--- config.mk ---
export PLATFORM = sky130hd
export DESIGN_NAME = instr_mem_access
export DESIGN_NICKNAME = d
export VERILOG_FILES = /design/src/rtl/instr_mem_access.sv
export SDC_FILE = /design/constraint.sdc
export NUM_CORES = 1
export LEC_CHECK = 0
export BUFFER_PORTS_ARGS = -buffer_cell sky130_fd_sc_hd__buf_2
export CORE_MARGIN = 1
export CORE_UTILIZATION = 51
export DETAILED_ROUTE_END_ITERATION = 8
export HOLD_SLACK_MARGIN = 0.06
export PLACE_DENSITY = 0.79
export SLEW_MARGIN = 20
export SYNTH_ARGS = -nofsm -noshare
export SYNTH_HDL_FRONTEND = slang
export SYNTH_SLANG_ARGS = --single-unit
export TNS_END_PERCENT = 10
--- constraint.sdc ---
create_clock -name clk -period 2.65 [get_ports clk]
set_input_delay 0.3975 -clock clk [delete_from_list [all_inputs] [get_ports clk]]
set_output_delay 0.3975 -clock clk [all_outputs]
set_load 0.02 [all_outputs]
--- src/rtl/instr_mem_access.sv ---
// Memory-access stage: performs LOAD/STORE on a req/ack data-memory port and registers the result for write-back.
// Optional feature: define MEM_MISALIGN_TRAP_EN to trap misaligned half/word accesses with mem_err.
`ifndef XLEN
`define XLEN 32
`endif

module instr_mem_access #(
    parameter int XLEN    = `XLEN,
    parameter int TIMEOUT = 255
) (
    input  logic            clk,
    input  logic            rst,
    input  logic            valid_in,
    input  logic [XLEN-1:0] instruction_in,
    input  logic [XLEN-1:0] alu_in,
    input  logic [XLEN-1:0] mem_data_in,
    output logic            stall_out,
    output logic            dmem_req,
    output logic            dmem_we,
    output logic [XLEN-1:0] dmem_addr,
    output logic [3:0]      dmem_wstrb,
    output logic [XLEN-1:0] dmem_wdata,
    input  logic [XLEN-1:0] dmem_rdata,
    input  logic            dmem_ack,
    output logic            valid_out,
    output logic [XLEN-1:0] instruction_out,
    output logic [XLEN-1:0] wb_data,
    output logic            wb_en,
    output logic [4:0]      rd_out,
    output logic            mem_err,
    output logic            bus_err
);
    localparam logic [6:0] OPC_LOAD   = 7'b0000011;
    localparam logic [6:0] OPC_STORE  = 7'b0100011;
    localparam logic [6:0] OPC_OP     = 7'b0110011;
    localparam logic [6:0] OPC_OP_IMM = 7'b0010011;
    localparam logic [6:0] OPC_LUI    = 7'b0110111;
    localparam logic [6:0] OPC_AUIPC  = 7'b0010111;
    localparam logic [6:0] OPC_JAL    = 7'b1101111;
    localparam logic [6:0] OPC_JALR   = 7'b1100111;

    typedef enum logic {IDLE, ACCESS} state_t;

    state_t          state_q;
    logic            req_q, we_q, valid_q, wb_en_q, mem_err_q, bus_err_q;
    logic [3:0]      wstrb_q;
    logic [XLEN-1:0] addr_q, wdata_q, instr_out_q, wb_data_q;
    logic [XLEN-1:0] acc_instr_q, acc_alu_q;
    logic [7:0]      cnt_q;

    function automatic logic wb_ok(input logic [6:0] opc, input logic [4:0] rd);
        return (opc inside {OPC_OP, OPC_OP_IMM, OPC_LUI, OPC_AUIPC, OPC_JAL, OPC_JALR, OPC_LOAD})
            && (rd != 5'd0);
    endfunction

    logic [6:0] opc_in;
    logic [2:0] f3_in;
    logic       is_load_in, is_store_in, is_mem_in;
    assign opc_in      = instruction_in[6:0];
    assign f3_in       = instruction_in[14:12];
    assign is_load_in  = (opc_in == OPC_LOAD);
    assign is_store_in = (opc_in == OPC_STORE);
    assign is_mem_in   = is_load_in | is_store_in;

    logic            f3_ok_d, misalign_d, access_ok_d;
    logic [3:0]      wstrb_d;
    logic [XLEN-1:0] wdata_d;

    always_comb begin
        case (f3_in)
            3'b000, 3'b001, 3'b010: f3_ok_d = 1'b1;
            3'b100, 3'b101:         f3_ok_d = is_load_in;
            default:                f3_ok_d = 1'b0;
        endcase
        misalign_d = 1'b0;
`ifdef MEM_MISALIGN_TRAP_EN
        case (f3_in[1:0])
            2'b01:   misalign_d = alu_in[0];
            2'b10:   misalign_d = |alu_in[1:0];
            default: misalign_d = 1'b0;
        endcase
`endif
        access_ok_d = is_mem_in & f3_ok_d & ~misalign_d;
        // Store lane placement: data is replicated, strobes pick the live lanes.
        case (f3_in[1:0])
            2'b00: begin
                wstrb_d = 4'b0001 << alu_in[1:0];
                wdata_d = {4{mem_data_in[7:0]}};
            end
            2'b01: begin
                wstrb_d = 4'b0011 << {alu_in[1], 1'b0};
                wdata_d = {2{mem_data_in[15:0]}};
            end
            default: begin
                wstrb_d = 4'b1111;
                wdata_d = mem_data_in;
            end
        endcase
    end

    logic [7:0]      byte_d;
    logic [15:0]     half_d;
    logic [XLEN-1:0] load_fmt_d;
    logic            timeout_hit;

    always_comb begin
        byte_d = dmem_rdata[{acc_alu_q[1:0], 3'b000} +: 8];
        half_d = acc_alu_q[1] ? dmem_rdata[31:16] : dmem_rdata[15:0];
        case (acc_instr_q[14:12])
            3'b000:  load_fmt_d = {{(XLEN-8){byte_d[7]}}, byte_d};
            3'b001:  load_fmt_d = {{(XLEN-16){half_d[15]}}, half_d};
            3'b100:  load_fmt_d = {{(XLEN-8){1'b0}}, byte_d};
            3'b101:  load_fmt_d = {{(XLEN-16){1'b0}}, half_d};
            default: load_fmt_d = dmem_rdata;
        endcase
    end

    // An ack on the limit cycle masks the abort, so completion wins the tie.
    assign timeout_hit = (state_q == ACCESS) && !dmem_ack && (cnt_q == 8'(TIMEOUT - 1));
    assign stall_out   = ((state_q == IDLE) && valid_in && access_ok_d)
                       || ((state_q == ACCESS) && !dmem_ack && !timeout_hit);

    always_ff @(posedge clk) begin
        if (rst) begin
            state_q     <= IDLE;
            req_q       <= 1'b0;
            we_q        <= 1'b0;
            valid_q     <= 1'b0;
            wb_en_q     <= 1'b0;
            mem_err_q   <= 1'b0;
            bus_err_q   <= 1'b0;
            wstrb_q     <= 4'b0;
            addr_q      <= '0;
            wdata_q     <= '0;
            instr_out_q <= '0;
            wb_data_q   <= '0;
            acc_instr_q <= '0;
            acc_alu_q   <= '0;
            cnt_q       <= '0;
        end else begin
            valid_q   <= 1'b0;
            wb_en_q   <= 1'b0;
            mem_err_q <= 1'b0;
            bus_err_q <= 1'b0;
            case (state_q)
                IDLE: begin
                    if (valid_in && access_ok_d) begin
                        state_q     <= ACCESS;
                        req_q       <= 1'b1;
                        we_q        <= is_store_in;
                        addr_q      <= {alu_in[XLEN-1:2], 2'b00};
                        wstrb_q     <= is_store_in ? wstrb_d : 4'b0;
                        wdata_q     <= is_store_in ? wdata_d : '0;
                        acc_instr_q <= instruction_in;
                        acc_alu_q   <= alu_in;
                        cnt_q       <= '0;
                    end else if (valid_in) begin
                        // Non-memory ops pass through; illegal memory ops complete here with mem_err.
                        valid_q     <= 1'b1;
                        instr_out_q <= instruction_in;
                        wb_data_q   <= alu_in;
                        mem_err_q   <= is_mem_in;
                        wb_en_q     <= !is_mem_in && wb_ok(opc_in, instruction_in[11:7]);
                    end
                end
                ACCESS: begin
                    if (dmem_ack || timeout_hit) begin
                        state_q     <= IDLE;
                        req_q       <= 1'b0;
                        we_q        <= 1'b0;
                        wstrb_q     <= 4'b0;
                        valid_q     <= 1'b1;
                        instr_out_q <= acc_instr_q;
                        wb_data_q   <= (dmem_ack && acc_instr_q[6:0] == OPC_LOAD) ? load_fmt_d : acc_alu_q;
                        bus_err_q   <= !dmem_ack;
                        wb_en_q     <= dmem_ack && wb_ok(acc_instr_q[6:0], acc_instr_q[11:7]);
                    end else begin
                        cnt_q <= cnt_q + 8'd1;
                    end
                end
                default: state_q <= IDLE;
            endcase
        end
    end

    assign dmem_req        = req_q;
    assign dmem_we         = we_q;
    assign dmem_addr       = addr_q;
    assign dmem_wstrb      = wstrb_q;
    assign dmem_wdata      = wdata_q;
    assign valid_out       = valid_q;
    assign instruction_out = instr_out_q;
    assign wb_data         = wb_data_q;
    assign wb_en           = wb_en_q;
    assign rd_out          = instr_out_q[11:7];
    assign mem_err         = mem_err_q;
    assign bus_err         = bus_err_q;

endmodule

* Word-level counts from Yosys, hierarchy flattened
Index checks and enable logic that the tools add are counted.
Widths: inputs -> output; s select.
** Storage, ports and cells
- Register bits after elaboration :: 209
- Output and inout port bits :: 144
- Word-level logic and storage cells :: 122
** Cells by class
- $add $sub $neg :: 1
- Equal/unequal tests :: 29
- Shifts and indexed selects :: 3
- Mux-type cells :: 38
- Bitwise logic cells :: 5
- Reductions and logical operators :: 31
** Operators with widths (number)
- $mux 32 :: 8
- $pmux 32 s2 :: 3
- $pmux 32 s4 :: 1
- $eq 7x6->1 const B :: 5
- $shiftx 32x6->8 :: 1
- $eq 7x5->1 const B :: 4
- $eq 7x7->1 const B :: 4
- $mux 16 :: 1
- $mux 8 :: 2
- $pmux 4 s2 :: 2
- $pmux 8 s2 :: 1
- $eq 7x2->1 const B :: 2
- $reduce_bool 7->1 :: 2
- $eq 3x3->1 const B :: 4
- $mux 4 :: 3
- $pmux 1 s2 :: 6
- $logic_and 1x1->1 :: 11
- $mux 1 :: 11
- $reduce_bool 5->1 :: 2
- $add 8x1->8 const B :: 1
- $eq 8x8->1 const B :: 1
- $eq 3x1->1 const B :: 2
- $logic_not 3->1 :: 2
- $ne 2x2->1 const B :: 3
- other kinds (16) :: 25

* Depth between registers and ports, before layout
- Depth after elaboration :: 7
- Depth in mapped cells :: 9
- Depth with buffers taken out :: 7

* Worst setup path before layout
Ideal clock, no wire load.
- Path type :: input port to output port
- Start :: in instruction_in[5]
- End :: out stall_out
- Arrival :: 1631 ps
- Required time :: 2253 ps
- Setup slack :: 622 ps
- Cell stages on the path :: 7
- Buffers on the path :: 3
- Path through :: buf_2 -> nand2_1 -> and4b_1 -> buf_2 -> a21oi_1 -> clkbuf_1 -> inv_1
** Between the ends
- Longest elaborated chain between the ends :: 5
** RTL lines
- start: declaration :: RTL line 14 : input logic [XLEN-1:0] instruction_in,
- $eq 7x2->1 or $eq 7x6->1 (tied branches) :: RTL line 61, 62
- $pmux 1 s2 or $or 1x1->1 (tied branches) :: RTL line 70, 63
- $and 1x1->1 * :: RTL line 83 : access_ok_d = is_mem_in & f3_ok_d & ~misalign_d;
- $logic_and 1x1->1 * :: RTL line 120 : assign stall_out = ((state_q == IDLE) && valid_in && access_ok_d)
- $logic_or 1x1->1 * :: RTL line 121 : || ((state_q == ACCESS) && !dmem_ack && !timeout_hit);
- end: declaration :: RTL line 17 : output logic stall_out,
Every way passes the cells marked *; elsewhere a longest branch is shown, timed or not.

* Worst setup path after layout
- Start :: reg cnt_q[3]
- End :: out stall_out
** Between the ends
- Longest elaborated chain between the ends :: 5
** RTL lines
- start: declaration :: RTL line 49 : logic [7:0] cnt_q;
- start signal: assignment :: RTL line 178 : cnt_q <= cnt_q + 8'd1;
- $eq 8x8->1 :: RTL line 119 : assign timeout_hit = (state_q == ACCESS) && !dmem_ack && (cnt_q == 8'(TIMEOUT - 1));
- $logic_and 1x1->1 :: RTL line 119
- $logic_not 1->1 :: RTL line 121
- $logic_and 1x1->1 :: RTL line 121
- $logic_or 1x1->1 :: RTL line 121
Every way passes these cells.

==> summary.md <==
| Metric | Value |
|---|---|
| Status | `finished clean` |
| Seq/Total Area, Yosys | `42.15%` |
| Setup violations, final | `0` |
| WL final | `24960 um` |
| CP arrival | `2.08 ns` |
| Drt pass-1 iters | `5` |
| Crit path launch type | `register` |
| Comb power frac | `10.6%` |
| Largest family of logic cells by synthesized area | `compound AO/OA/AOI/OAI gates` |
| XOR/XNOR share of the synthesized area | `0%` |
| Setup crit end kind | `primary output` |
| FF-to-FF path depth | `5` |
| Clk slew on worst S/H paths | `0.08 ns` |
| CTS root buf | `clkbuf_16` |
| Num Clock Sinks | `179` |
| Max Transition Viols Final | `0` |
| Worst min-delay path category | `in2reg` |
| Switch Pwr | `1.628 mW` |
| Sum Neg Setup Slack | `0 ns` |
| Starting Density | `52.94%` |
| Port bufs | `273` |
| Placed wire-length estimate | `17650 um` |
| Data required time of the worst path | `2.25 ns` |
| Setup bufs post-CTS | `0` |
| Pin count of the biggest net entering global routing | `145` |
| Die area | `17190 um2` |
| Worst Skew | `0.01778 ns` |
| Synth unique cells | `58` |
| Origin of the critical flop-to-flop path | `acc_instr_q[2]` |
| Cell Pwr Density | `577.3 nW/um2` |
| Die height | `131.1 um` |
| Critical path peak fanout | `16` |
| Avg Cell Area, Syn | `8.253 um2` |
| Hold Vio Cnt, Final | `0` |
| WHS Endpoint | `acc_instr_q[22]` |
| Maximum capacitance violations | `0` |
| Htree depth | `4` |
| Synth Area in Adders | `0.2944%` |
| Bufs on Longest Clock Path | `2` |
| Slew margin rel. | `51.13%` |
| Share of layout cells above drive strength 1 | `29.16%` |
| CTS tree | `done` |
| Total vias in the final route | `8259` |
| Most frequent cells in the layout | `272 x buf_2, 205 x nand2_1, 178 x dfxtp_1` |
| Area grow syn2layout | `21.56%` |
| Share of power burned in registers | `46.9%` |
| # DRC | `0` |
| Initial antenna violation count | `1` |
| Prevailing post-synth register cell | `dfxtp_1` |
| Drt wl/cell | `17.15 um` |
| GRT Util Overall | `28.86%` |
| Vias in the first global route | `7683` |
| Placer Congestion | `0.9000` |
| Die width | `131.1 um` |
| Beginning of the critical path | `cnt_q[3]` |
| Filler instances | `1445` |
| Worst r2r dst | `wb_data[17]` |
| R2R Setup Slk | `0.37 ns` |
| Post-CTS Hold Buffers | `0` |
| Switching share of total power | `27.29%` |
| Synth Area in Compound Gates | `22.65%` |
| Post-synth ARST share | `0%` |
| Row cnt | `46` |
| DRT antenna net count | `0` |
| Commonest non-fill, non-tap cell in the layout | `buf_2` |
| Simple-gate share of the synthesized area | `18.96%` |
| Internal | `4.337 mW` |
| Core area | `16060 um2` |
| Worst Tran Pin Value | `0.7331 ns` |
| Clock power share | `42.5%` |
| Synth warnings | `0` |
| CTS buffer count | `17` |
| Period utilisation layout | `93.59%` |
| Hold path start | `instruction_in[22]` |
| RSZ-0062 raised after global routing | `false` |
| Overall power | `5.966 mW` |
| Max Clk Rate | `0.4032 GHz` |
| Vias per cell | `5.676` |
| Synthesis-stage register bit count | `179` |
| Mux cell area share after synthesis | `7.992%` |
| Leak | `4.227 nW` |
| Syn Inst Count | `1030` |
| Critical path class | `reg2out` |
| Total global routing overflow | `0` |
| First-pass GRT wire length | `39800 um` |
| Layout Nets | `1359` |
| Min cycle time layout | `2.480 ns` |
| Peak supply drop | `0.4759 mV` |
| Synthesized area | `8501 um2` |
| Number of synthesized flops with an enable pin | `0` |
| Hold path depth | `3` |
| I/O pins | `276` |
| Drt initial violations | `570` |
| Worst skew pair latency | `0.45 ns` |
## worst max path at each step
stage	to	slack (ns)
finish	stall_out	0.17
global route	stall_out	0.005
CTS	stall_out	0.17
detailed placement	stall_out	0.19
global placement	stall_out	0.23
floorplan	stall_out	0.62
## routing by layer
metal | vias up | track usage [%] | wire length, um
met1 | 3838 | 35.20 | 10140
met4 | 0 | 11.11 | 636
met2 | 353 | 47.75 | 12050
met3 | 47 | 8.488 | 2124
met5 | - | 0 | 0
li1 | 4021 | - | -
## cell type report
type                            count  area, um2  area share [%]
Multi-Input combinational cell    721       4269           41.31
Sequential cell                   179       3587           34.71
Clock inverter                     15      162.7           1.574
Antenna cell                        1      2.502         0.02422
Inverter                           10      37.54          0.3632
Timing Repair Buffer              296       1579           15.28
Clock buffer                       17      425.4           4.117
Tap cell                          216      270.3           2.615
## power by group through the flow
stage               Combinational [mW]  Clock [mW]  Sequential [mW]
detailed placement               0.625           0             2.86
floorplan                        0.272           0             2.94
global placement                 0.619           0             2.86
finish                           0.630        2.54             2.80
global route                     0.680        2.69             2.81
CTS                              0.628        2.56             2.80
## registers in the layout, indices dropped and copies added (netlist names)
name             cells
dmem_we              1
dmem_wdata          32
mem_err              1
dmem_req             1
wb_en                1
dmem_wstrb           4
bus_err              1
state_q              1
wb_data             32
cnt_q                8
valid_out            1
instruction_out     32
acc_instr_q         32
acc_alu_q           32
## critical path, stage by stage (launching register included)
cell and delay (ns):
dfxtp_1 0.40, and4_1 0.25, a41oi_1 0.21, a21oi_2 0.53, inv_1 0.08, buf_2 0.18
## per-stage QoR
stage	instances	setup WS, ns	utilization, %	area, um2	hold WS, ns
2_1_floorplan	1031	0.6216	-	8504	0.4360
5_1_grt	1454	0.005057	64.34	10330	0.1922
6_report	1455	0.1699	64.35	10330	0.1912
3_3_place_gp	1422	0.2294	60.65	9739	0.4337
3_5_place_dp	1422	0.1917	60.65	9739	0.4436
4_1_cts	1454	0.1721	64.34	10330	0.1921
## cells in the mapped netlist, types with 3 or more instances
master	n	area, um2
buf_2	27	135.1
a311oi_1	23	201.4
nor2b_1	4	25.02
or4_1	5	37.54
mux2_2	15	168.9
nand2b_1	29	181.4
o21ai_0	21	105.1
nand3_1	23	115.1
a21oi_1	93	465.5
o21ai_1	20	100.1
o22ai_2	6	75.07
o32ai_1	9	78.83
mux2i_1	51	510.5
buf_4	37	277.8
or3_1	5	31.28
o221ai_1	23	201.4
a22o_1	19	166.4
and3_1	3	18.77
and2_1	5	31.28
inv_1	9	33.78
a211oi_1	39	292.8
nor2_1	76	285.3
clkbuf_1	52	195.2
o311ai_1	6	52.55
buf_1	4	15.01
dfxtp_1	179	3583
nand2_1	206	773.2
## logic make-up (layout without fill, tap and decap cells)
family,after synthesis,after routing
simple gates,370,370
compound gates,281,281
flops,179,179
buf+inv,131,338
mux,66,66
fa+ha+maj,2,2
other cells,1,3
## what timing repair did
action / in CTS / in global routing
hold endpoints to repair: 0 / 0
setup endpoints to repair: 1 / 0
gates resized for setup: 1 / 0
(Power assumes the default switching activity.)
